--- src/rtl/twiddle_cmul_pipe_if.sv ---
// ============================================================================
//  Module      : twiddle_cmul_pipe_if
//  Description : Streaming handshake bundle for the radix-8 twiddle multiplier.
//  Revision    : 1.0  initial release
// ============================================================================
`default_nettype none

interface twiddle_cmul_pipe_if #(
    parameter int DW = 16
);
    logic                 in_valid;
    logic                 in_ready;
    logic signed [DW-1:0] a_re;
    logic signed [DW-1:0] a_im;
    logic [2:0]           tw_idx;
    logic                 inv;
    logic                 out_valid;
    logic                 out_ready;
    logic signed [DW-1:0] y_re;
    logic signed [DW-1:0] y_im;
    logic                 ovf;

    modport master (
        output in_valid, a_re, a_im, tw_idx, inv, out_ready,
        input  in_ready, out_valid, y_re, y_im, ovf
    );

    modport slave (
        input  in_valid, a_re, a_im, tw_idx, inv, out_ready,
        output in_ready, out_valid, y_re, y_im, ovf
    );
endinterface

`default_nettype wire

--- src/rtl/twiddle_cmul_pipe.sv ---
// ============================================================================
//  Module      : twiddle_cmul_pipe
//  Description : 3-stage complex multiply by an 8-point twiddle W^k (or its
//                conjugate); optional saturation enabled by macro TWCMUL_SAT_EN.
//  Revision    : 1.0  initial release
// ============================================================================
`default_nettype none

module twiddle_cmul_pipe #(
    parameter int DW   = 16,
    parameter int FRAC = 8
) (
    input wire clk,
    input wire rst,
    twiddle_cmul_pipe_if.slave bus
);

    localparam int c_pw  = DW + 1;          // stage-1 operand width
    localparam int c_mw  = FRAC + 2;        // signed multiplier width, holds 2^FRAC
    localparam int c_prw = c_pw + c_mw;     // full-precision product width
    localparam int c_rw  = c_prw + 1;       // product plus rounding headroom

    // 1/sqrt(2) in Q30, rounded down to FRAC bits with round-to-nearest
    localparam logic [63:0]             c_isqrt2_q30 = 64'd759250125;
    localparam logic [63:0]             c_tw_u = ((c_isqrt2_q30 << FRAC) + 64'd536870912) >> 30;
    localparam logic signed [c_mw-1:0]  c_tw   = c_mw'(c_tw_u);
    localparam logic signed [c_mw-1:0]  c_one  = c_mw'(64'd1 << FRAC);
    localparam logic signed [c_rw-1:0]  c_half = c_rw'(64'd1 << (FRAC - 1));

    logic w_en;

    logic                   r_v1, r_v2, r_v3;
    logic signed [c_pw-1:0] r_p, r_q;
    logic signed [c_mw-1:0] r_m;
    logic signed [c_prw-1:0] r_pr, r_qr;
    logic signed [DW-1:0]   r_yre, r_yim;
    logic                   r_ovf;

    assign w_en          = !r_v3 || bus.out_ready;
    assign bus.in_ready  = w_en;
    assign bus.out_valid = r_v3;
    assign bus.y_re      = r_yre;
    assign bus.y_im      = r_yim;
    assign bus.ovf       = r_ovf;

    // ------------------------------------------------------------------
    // Stage 1 operand selection: rotations by multiples of 90 degrees are
    // swaps/negations, odd indices fold the 45-degree rotation into sums.
    // ------------------------------------------------------------------
    logic [2:0]             w_ke;
    logic signed [c_pw-1:0] w_ar, w_ai, w_sum, w_dif;
    logic signed [c_pw-1:0] w_p, w_q;
    logic signed [c_mw-1:0] w_m;

    assign w_ke  = bus.inv ? 3'(3'd0 - bus.tw_idx) : bus.tw_idx;
    assign w_ar  = {bus.a_re[DW-1], bus.a_re};
    assign w_ai  = {bus.a_im[DW-1], bus.a_im};
    assign w_sum = w_ar + w_ai;
    assign w_dif = w_ai - w_ar;

    always_comb begin
        w_p = w_ar;
        w_q = w_ai;
        w_m = c_one;
        case (w_ke)
            3'd0: begin w_p = w_ar;   w_q = w_ai;   w_m = c_one; end
            3'd1: begin w_p = w_sum;  w_q = w_dif;  w_m = c_tw;  end
            3'd2: begin w_p = w_ai;   w_q = -w_ar;  w_m = c_one; end
            3'd3: begin w_p = w_dif;  w_q = -w_sum; w_m = c_tw;  end
            3'd4: begin w_p = -w_ar;  w_q = -w_ai;  w_m = c_one; end
            3'd5: begin w_p = -w_sum; w_q = -w_dif; w_m = c_tw;  end
            3'd6: begin w_p = -w_ai;  w_q = w_ar;   w_m = c_one; end
            3'd7: begin w_p = -w_dif; w_q = w_sum;  w_m = c_tw;  end
            default: ;
        endcase
    end

    // ------------------------------------------------------------------
    // Stage 3 rounding and width reduction
    // ------------------------------------------------------------------
    function automatic logic signed [c_rw-1:0] rnd(input logic signed [c_prw-1:0] x);
        logic signed [c_rw-1:0] s;
        s = {x[c_prw-1], x} + c_half;
        return s >>> FRAC;
    endfunction

    logic signed [c_rw-1:0] w_rre, w_rim;
    logic signed [DW-1:0]   w_yre, w_yim;
    logic                   w_ovf;

    assign w_rre = rnd(r_pr);
    assign w_rim = rnd(r_qr);

`ifdef TWCMUL_SAT_EN
    localparam logic signed [c_rw-1:0] c_max = {{(c_rw-DW+1){1'b0}}, {(DW-1){1'b1}}};
    localparam logic signed [c_rw-1:0] c_min = {{(c_rw-DW+1){1'b1}}, {(DW-1){1'b0}}};

    function automatic logic signed [DW-1:0] sat(input logic signed [c_rw-1:0] r);
        if (r > c_max)
            return {1'b0, {(DW-1){1'b1}}};
        else if (r < c_min)
            return {1'b1, {(DW-1){1'b0}}};
        return r[DW-1:0];
    endfunction

    assign w_yre = sat(w_rre);
    assign w_yim = sat(w_rim);
    assign w_ovf = (w_rre > c_max) || (w_rre < c_min) ||
                   (w_rim > c_max) || (w_rim < c_min);
`else
    logic w_unused_hi;
    assign w_yre       = w_rre[DW-1:0];
    assign w_yim       = w_rim[DW-1:0];
    assign w_ovf       = 1'b0;
    assign w_unused_hi = ^{w_rre[c_rw-1:DW], w_rim[c_rw-1:DW]};
`endif

    // ------------------------------------------------------------------
    // Control: one enable freezes every stage, bubbles stay in place
    // ------------------------------------------------------------------
    always_ff @(posedge clk) begin
        if (rst) begin
            r_v1  <= 1'b0;
            r_v2  <= 1'b0;
            r_v3  <= 1'b0;
            r_yre <= '0;
            r_yim <= '0;
            r_ovf <= 1'b0;
        end else if (w_en) begin
            r_v1  <= bus.in_valid;
            r_v2  <= r_v1;
            r_v3  <= r_v2;
            r_yre <= w_yre;
            r_yim <= w_yim;
            r_ovf <= w_ovf;
        end
    end

    // Datapath stages carry no reset; their contents are qualified by r_v*.
    always_ff @(posedge clk) begin
        if (w_en) begin
            r_p  <= w_p;
            r_q  <= w_q;
            r_m  <= w_m;
            r_pr <= r_p * r_m;
            r_qr <= r_q * r_m;
        end
    end

endmodule

`default_nettype wire

--- src/flat_wrapper.sv ---
// flat-port wrapper written by rule: the top's interface ports become plain ports
module twiddle_cmul_pipe_flat 
#(
    parameter int DW   = 16,
    parameter int FRAC = 8
)
  (clk, rst, bus_in_valid, bus_a_re, bus_a_im, bus_tw_idx, bus_inv, bus_out_ready, bus_in_ready, bus_out_valid, bus_y_re, bus_y_im, bus_ovf);
  twiddle_cmul_pipe_if #(.DW(DW)) bus_i ();
  input wire clk;
  input wire rst;
  input wire logic [$bits(bus_i.in_valid)-1:0] bus_in_valid;
  input wire logic [$bits(bus_i.a_re)-1:0] bus_a_re;
  input wire logic [$bits(bus_i.a_im)-1:0] bus_a_im;
  input wire logic [$bits(bus_i.tw_idx)-1:0] bus_tw_idx;
  input wire logic [$bits(bus_i.inv)-1:0] bus_inv;
  input wire logic [$bits(bus_i.out_ready)-1:0] bus_out_ready;
  output wire logic [$bits(bus_i.in_ready)-1:0] bus_in_ready;
  output wire logic [$bits(bus_i.out_valid)-1:0] bus_out_valid;
  output wire logic [$bits(bus_i.y_re)-1:0] bus_y_re;
  output wire logic [$bits(bus_i.y_im)-1:0] bus_y_im;
  output wire logic [$bits(bus_i.ovf)-1:0] bus_ovf;
  assign bus_i.in_valid = bus_in_valid;
  assign bus_i.a_re = bus_a_re;
  assign bus_i.a_im = bus_a_im;
  assign bus_i.tw_idx = bus_tw_idx;
  assign bus_i.inv = bus_inv;
  assign bus_i.out_ready = bus_out_ready;
  assign bus_in_ready = bus_i.in_ready;
  assign bus_out_valid = bus_i.out_valid;
  assign bus_y_re = bus_i.y_re;
  assign bus_y_im = bus_i.y_im;
  assign bus_ovf = bus_i.ovf;
  twiddle_cmul_pipe #(.DW(DW), .FRAC(FRAC)) u_core (.clk(clk), .rst(rst), .bus(bus_i));
endmodule
--- config.mk ---
export PLATFORM = sky130hd
export DESIGN_NAME = twiddle_cmul_pipe_flat
export DESIGN_NICKNAME = d
export VERILOG_FILES = /design/src/rtl/twiddle_cmul_pipe_if.sv /design/src/rtl/twiddle_cmul_pipe.sv /design/src/flat_wrapper.sv
export SDC_FILE = /design/constraint.sdc
export NUM_CORES = 1
export LEC_CHECK = 0
export ABC_CLOCK_PERIOD_IN_PS = 8700
export CORE_ASPECT_RATIO = 0.5
export CORE_MARGIN = 3
export CORE_UTILIZATION = 30
export CTS_BUF_LIST = sky130_fd_sc_hd__clkbuf_4 sky130_fd_sc_hd__clkbuf_8
export DETAILED_ROUTE_END_ITERATION = 12
export REMOVE_ABC_BUFFERS = 1
export SLEW_MARGIN = 10
export SYNTH_ARGS = -nofsm -noshare
export SYNTH_HDL_FRONTEND = slang
export SYNTH_SLANG_ARGS = --single-unit
--- constraint.sdc ---
create_clock -name clk -period 8.7 [get_ports clk]
set_clock_uncertainty 0.1 [all_clocks]
set_input_delay 1.74 -clock clk [delete_from_list [all_inputs] [get_ports clk]]
set_output_delay 1.74 -clock clk [all_outputs]
set_load 0.01 [all_outputs]
# Word level (Yosys, flattened, before mapping)
# Index checks and enable logic that the tools add are counted.
# totals
elab_cells	37
out_inout_bits	35
register_bits	127
# op_classes
n_eq_ne	7
reduce_logical	5
muxes	4
mul	2
addsub	9
# op_table
op	n
one-hot mux 17 bit (8 select lines)	2
adder 24 x 9 -> 24 bit (second input constant)	2
multiplier 17 x 10 -> 24 bit	2
negation 16 -> 17 bit	2
negation 17 bit	2
one-hot mux 10 bit (2 select lines)	1
adder 16 x 16 -> 17 bit	1
subtractor 16 x 16 -> 17 bit	1
== test 3 bit (second input constant)	4
OR reduction 4 bit	2
== test 3 x 2 -> 1 bit (second input constant)	2
== test 3 x 1 -> 1 bit (second input constant)	1
logical NOT 3 bit	1
2-to-1 mux 3 bit	1
subtractor 1 x 3 -> 3 bit (first input constant)	1
logical NOT 1 bit	1
logical OR 1 bit	1

# Longest topological paths before layout
# Gate-level depths: netlist of the first run.
# depth
ltp_word	5
mapped_depth	21
depth_no_buf	20

# Worst setup path before layout of the first run
# OpenSTA, ideal clock, no wires.
# synth_timing
path_kind	in2out
start	input port bus_out_ready
end	output port bus_in_ready
path_slack_ns	2.512
path_buffers	2
path_stages	4
t_arrival_ns	4.348
path_cell_list	nor2b_1 -> inv_1 -> clkbuf_1 -> buf_1
# synth_via
elab_chain_len	1
# synth_rtl
element	line_no	rtl
start, declared	flat_wrapper.sv:16	input wire logic [$bits(bus_i.out_ready)-1:0] bus_out_ready;
logical OR 1 bit	twiddle_cmul_pipe.sv:39	assign w_en = !r_v3 || bus.out_ready;
end, declared	flat_wrapper.sv:17	output wire logic [$bits(bus_i.in_ready)-1:0] bus_in_ready;
# Every way passes these cells.

# Final worst setup path of the first run
# layout_timing
start	register u_core.r_m[7]
end	register u_core.r_qr[23] (data pin)
# layout_via
elab_chain_len	1
# layout_rtl
element	line_no	rtl
start, declared	twiddle_cmul_pipe.sv:34	logic signed [c_mw-1:0] r_m;
start signal, assigned	twiddle_cmul_pipe.sv:144	r_m <= w_m;
multiplier 17 x 10 -> 24 bit	twiddle_cmul_pipe.sv:146	r_qr <= r_q * r_m;
end signal, assigned	twiddle_cmul_pipe.sv:146	
end, declared	twiddle_cmul_pipe.sv:35	logic signed [c_prw-1:0] r_pr, r_qr;
# Every way passes these cells.
# A chain may end at the register's enable or synchronous reset.

==> metrics.txt, run 1 <==
status complete, no violations; final net count 2126; startpoint types register; slowest cell on the critical path edfxtp_1; Post-synth EDFFs 70; Crit Path Max Fanout 34; number of synthesized register bits 105; row count 58; initial antenna violation count 0; n_diodes 0; Crit Reg-Reg Endpoint u_core.r_qr[23]$_DFFE_PP_; Final Hold Vio Count 0; Starting Density 30.5%; Iteration-0 DRC Markers 732; DP Cell Count 2444; Multi-input gate area 0.0114 mm²; WP data arrival 6.64 ns; pin count of the biggest net entering global routing 87; sequential standard cell area 0.00280 mm²; clock buffer depth 2; worst reg2reg path startpoint u_core.r_m[7]$_DFFE_PP_; Placement Cell Area 0.0169 mm²; hold_buf cts 0; core box area 0.0506 mm²; internal power 0.00266 W; worst endpoint required time 8.76 ns; Via density 4.83; post-layout instance area 0.0171 mm²; Period Utilization, post-route 75.7%; Synth area leader ha_1; layout cells sized above 1 4.58%; sum of negative setup slack 0 ns; die area 0.0544 mm²; post-CTS sizing 0; height of the die 166 µm; Seq pwr share 20.7%; Crit path buffers/inverters 4; Worst-path clk slew 0.11 ns; top cells by area in the synthesized netlist ha_1 16%, fa_1 16%, edfxtp_1 14%; first-pass GRT wire length 61600 µm; TritonRoute pass-1 iters 7; Comb pwr share 73.1%; DRT Wirelength 37600 µm; Switch Pwr 0.00230 W; Post-Syn Area per Cell 8.90 µm²; cell family with the largest share of critical-path delay adder cells; RSZ-0062 raised after global routing false; vias 11900; worst hold path class register to register; CTS Sinks 105; top cell type's share of synthesized area 16.3%; clock power share 6.2%; Syn-to-layout area delta 10.6%; most common cell in the netlist inv_1; routability cong. 0.928; Port Buffers 73; Die Wd 327 µm; Hold Crit Depth 2; Main synth FF type edfxtp_1; Max-cap violations 0; sequential area share after synthesis 18.1%; min cycle time layout 6.58 ns; switching share of power 46.3%; worst skew pair latency 0.40 ns; synthesized cell area 0.0154 mm²; Hold Path Sink u_core.bus.y_re[0]$_SDFFE_PP0P_; Setup Buffers After CTS 0; root buffer cell clkbuf_8; drt wl/cell 15.3 µm; final setup violation count 0; hold path startpoint u_core.bus.y_re[0]$_SDFFE_PP0P_; Worst R2R Setup Slack 2.12 ns; drt drc 0; WS Path Type register to register; Post-synth top cells 258 x inv_1, 201 x ha_1, 128 x nor2_1, 120 x fa_1, 115 x xnor2_1; Fill cells 5266; Final Non-Filler Cells 2460; Yosys warnings 0; critical path cell sequence and2_1, ha_1, inv_1, fa_1, inv_1, fa_1, fa_1, inv_1, fa_1, inv_1, ha_1, a2111oi_0, a21oi_1, nor3b_1, o21ai_1, a21oi_1, a2111oi_1, o21ai_0, xnor2_1; Cells after Synth 1735; max incr delay on CP 1.04 ns; GRT Residual Overflow 0; H-tree levels 3; asr flop ratio synth 0%; Post-DP HPWL 30800 µm; crit end category register; Slew HR 31.7%; Slew @ Worst Pin 1.03 ns; CTS Buf Count 9; Overall Global Routing Usage 13.6%; Reg2Reg Depth 19; Fmax 152 MHz; PwrDens 290 mW/mm²; TritonCTS clock tree done; vias in the first global route 11600; P_leak 7.76 nW; VDD IR max 0.000201 V; DRT antenna net count 0; Yosys cell types 98; IO Count 75; final max-slew violation count 0
-- registers in the layout, indices dropped and copies added (netlist names) --
| name | cells |
|---|---|
| u_core.bus.out_valid | 1 |
| u_core.bus.y_im | 16 |
| u_core.bus.y_re | 16 |
| u_core.r_m | 2 |
| u_core.r_p | 17 |
| u_core.r_pr | 17 |
| u_core.r_q | 17 |
| u_core.r_qr | 17 |
| u_core.r_v1 | 1 |
| u_core.r_v2 | 1 |
-- stage by stage --
stage	power, W	utilization [%]	hold WS [ns]	setup WS [ns]
2_1_floorplan	0.00389	-	0.326	2.61
3_3_place_gp	0.00468	33.4	0.340	2.31
3_5_place_dp	0.00470	33.4	0.349	2.15
4_1_cts	0.00502	33.8	0.364	2.12
5_1_grt	0.00561	33.8	0.387	1.74
6_report	0.00496	33.8	0.361	2.12
-- metal layers --
metal	track usage [%]	share of wire (%)	vias up
li1	-	-	6009
met1	19.2	49	5604
met2	22.9	46	249
met3	0.868	3.5	29
met4	3.10	1.5	0
met5	0	0	-
-- area by class of cell --
type	count	area share, %
sequential	105	16.4
tap	690	5.05
multi-input combinational	1306	66.9
clock inverter	6	0.337
inverter	258	5.68
clock buffer	10	0.769
timing repair buffer	85	4.81
-- worst max-delay path by stage --
stage                                      endpoint               startpoint  depth (start not counted)  slack, ns
final                     u_core.r_qr[23]$_DFFE_PP_  u_core.r_m[7]$_DFFE_PP_                         19       2.12
after global routing      u_core.r_qr[23]$_DFFE_PP_  u_core.r_m[7]$_DFFE_PP_                         19       1.74
after CTS                 u_core.r_qr[23]$_DFFE_PP_  u_core.r_m[7]$_DFFE_PP_                         19       2.12
after detailed placement  u_core.r_qr[23]$_DFFE_PP_  u_core.r_m[7]$_DFFE_PP_                         19       2.15
after global placement    u_core.r_qr[23]$_DFFE_PP_  u_core.r_m[7]$_DFFE_PP_                         19       2.31
after floorplan            u_core.r_q[16]$_DFFE_PP_            bus_tw_idx[0]                          9       2.61
-- cells by family after synthesis --
family                   count (synthesis)  synth area share, %
AND/OR/NAND/NOR                        487                 16.2
AO/OA/AOI/OAI                          325                 15.9
buffers and inverters                  324                 8.03
adder cells (fa/ha/maj)                321                 31.8
XOR/XNOR                               167                 9.52
flip-flops                             105                 18.1
multiplexers                             5                0.340
other                                    1               0.0243
-- tightest hold or removal path, delay by kind of cell, from the launching register on --
family | cells | cell delay [ns]
and+or+nand+nor | 1 | 0.05
DFF | 1 | 0.32
AOI/OAI and AO/OA | 1 | 0.05
-- layout by cell type, fill, tap and decap left out, types with 8 or more instances in the layout --
master,instances
a31oi_1,8
o221ai_1,12
clkdlybuf4s50_1,73
a211oi_1,42
inv_1,257
a21oi_1,66
buf_4,12
nor2b_1,8
a21o_1,17
dfxtp_1,35
o21ai_0,37
fa_1,120
and3_1,19
ha_1,201
nand2_1,111
or3_1,19
a221o_1,9
or2_2,9
o21a_1,17
clkbuf_8,9
xor2_1,50
edfxtp_1,70
a221oi_1,27
nor3_1,40
and2_1,51
xnor2_1,114
nor2_1,128
nand2b_1,13
nand3_1,33
-- power groups by stage --
| stage | combinational (W) | sequential, W | clock (W) |
|---|---|---|---|
| finish | 0.00363 | 0.00103 | 0.000307 |
| global route | 0.00422 | 0.00105 | 0.000339 |
| CTS | 0.00367 | 0.00103 | 0.000318 |
| detailed placement | 0.00366 | 0.00104 | 0 |
| global placement | 0.00364 | 0.00104 | 0 |
| floorplan | 0.00286 | 0.00103 | 0 |
Power figures use the tool's default switching activity.
==> run 2: changes to the inputs <==
ABC_CLOCK_PERIOD_IN_PS = 6700   (was 8700)
clock period = 6.7 ns   (was 8.7 ns; I/O delays follow)
==> metrics.txt, run 2 (synthesized netlist as in run 1, its figures left out) <==
status complete, no violations; Fin Hold WS 0.361 ns (+0.000512 ns); min cycle time layout 6.10 ns (-0.488 ns); Port Buffers 73 (unchanged); Place WS 0.626 ns (-1.52 ns); final max-slew violation count 0 (unchanged); DRT antenna net count 0 (unchanged); height of the die 166 µm (unchanged); Placement Cell Area 0.0169 mm² (+0.27%); most frequent cells in the layout 257 x inv_1, 201 x ha_1, 128 x nor2_1; Slew HR 38.5% (+6.9 points); worst hold path class register to register; sum of negative setup slack 0 ns (unchanged); vias 12000 (+1.0%); die area 0.0544 mm² (unchanged); Slew @ Worst Pin 0.922 ns (-0.103 ns); layout cells sized above 1 4.90% (+0.32 points); GRT met2 Usage 23.4% (+0.50 points); Final Worst Setup Slack 0.605 ns (-1.51 ns); IO Count 75 (unchanged); Final Hold Vio Count 0 (unchanged); grt peak-use layer met2; final setup violation count 0 (unchanged); drt drc 0 (unchanged); TritonRoute pass-1 iters 6 (-1); GRT Residual Overflow 0 (unchanged); P_leak 7.78 nW (+0.28%); core box area 0.0506 mm² (unchanged); Max-cap violations 0 (unchanged); Iteration-0 DRC Markers 672 (-8.2%); TritonCTS clock tree done; startpoint types register; RSZ-0062 raised after global routing false; Via density 4.87 (+0.77%); final net count 2132 (+0.28%); Pwr Total 0.00647 W (+30%); Hold Crit Depth 2 (unchanged); root buffer cell clkbuf_8; Period Utilization, post-route 91.0% (+15 points); Reg2Reg Depth 19 (unchanged); hold_buf cts 0 (unchanged); Worst-path clk slew 0.11 ns (about the same); H-tree levels 3 (unchanged); worst endpoint required time 6.74 ns (-2.02 ns); hold path startpoint u_core.r_v1$_SDFFE_PP0P_; Starting Density 30.5% (unchanged); Post-DP HPWL 31300 µm (+1.4%); VDD IR max 0.000224 V (+11%); crit end category register; Crit Path Max Fanout 18 (-47%); Die Wd 327 µm (unchanged); CTS Buf Count 9 (unchanged); routability cong. 0.918 (-1.2%); WS Path Type register to register; drt wl/cell 15.4 µm (+0.65%); CTS Sinks 105 (unchanged); post-CTS sizing 0 (unchanged); post-layout instance area 0.0171 mm² (+0.23%); WP data arrival 6.14 ns (-0.50 ns); clock buffer depth 2 (unchanged); Syn-to-layout area delta 10.8%; most common library cell in the layout ignoring fill and taps inv_1; first-pass GRT wire length 62000 µm (+0.67%); DRT Wirelength 37900 µm (+0.90%); n_diodes 0 (unchanged); initial antenna violation count 0 (unchanged); vias in the first global route 11900 (+2.4%); met3 GRT Util 0.880% (+0.012 points); worst skew pair latency 0.39 ns (about the same); row count 58 (unchanged); PwrDens 378 mW/mm² (+30%); pin count of the biggest net entering global routing 84 (-3.4%); Setup Buffers After CTS 0 (unchanged); met1 Track Usage GR 18.7% (-0.57 points); CP Launch Point u_core.r_m[7]$_DFFE_PP_; worst reg2reg path startpoint u_core.r_m[7]$_DFFE_PP_; Fmax 164 MHz (+8.0%); Overall Global Routing Usage 13.8% (+0.13 points)
[run 2: final timing paths]
kind | to | slack (ns)
setup / recovery | u_core.r_qr[23]$_DFFE_PP_ | 0.60
setup reg to reg | u_core.r_qr[23]$_DFFE_PP_ | 0.60
hold / removal | u_core.r_v2$_SDFFE_PP0P_ | 0.36
hold reg to reg | u_core.r_v2$_SDFFE_PP0P_ | 0.36
[run 2: cell type report]
class                           instances  area (µm²)
Fill cell                            5225       33500
Multi-Input combinational cell       1306       11400
Sequential cell                       105        2800
Inverter                              258         971
Timing Repair Buffer                   91         866
Tap cell                              690         863
Clock buffer                           10         131
Clock inverter                          6        51.3
[run 2: per-stage QoR]
| stage | instances | util (%) |
|---|---|---|
| 4_1_cts | 2466 | 33.8 |
| 6_report | 2466 | 33.8 |
| 5_1_grt | 2466 | 33.8 |
| 3_3_place_gp | 2450 | 33.5 |
| 3_5_place_dp | 2450 | 33.5 |
| 2_1_floorplan | 1669 | - |
[run 2: power by group]
part	switching (W)	total (W)	internal [W]
Combinational	0.00260	0.00476	0.00216
Sequential	0.000155	0.00133	0.00117
Clock	0.000238	0.000383	0.000145
Total	0.00300	0.00647	0.00347
[run 2: layer usage]
layer	share of wire [%]	routed length (µm)
met1	46	17500
met2	47	17900
met3	4.1	1550
met4	2.5	966
met5	0	0
[run 2: worst max-delay path, cell delays in order, from the launching register on]
cell       delay (ns)
edfxtp_1         0.63
and2_1           0.30
ha_1             0.30
inv_1            0.05
fa_1             0.53
inv_1            0.05
fa_1             0.50
fa_1             0.54
inv_1            0.06
fa_1             0.50
inv_1            0.04
ha_1             0.22
a2111oi_0        0.40
a21oi_1          0.12
nor3b_1          0.19
o21ai_1          0.24
a21oi_1          0.11
a2111oi_1        0.60
o21ai_0          0.22
xnor2_1          0.15
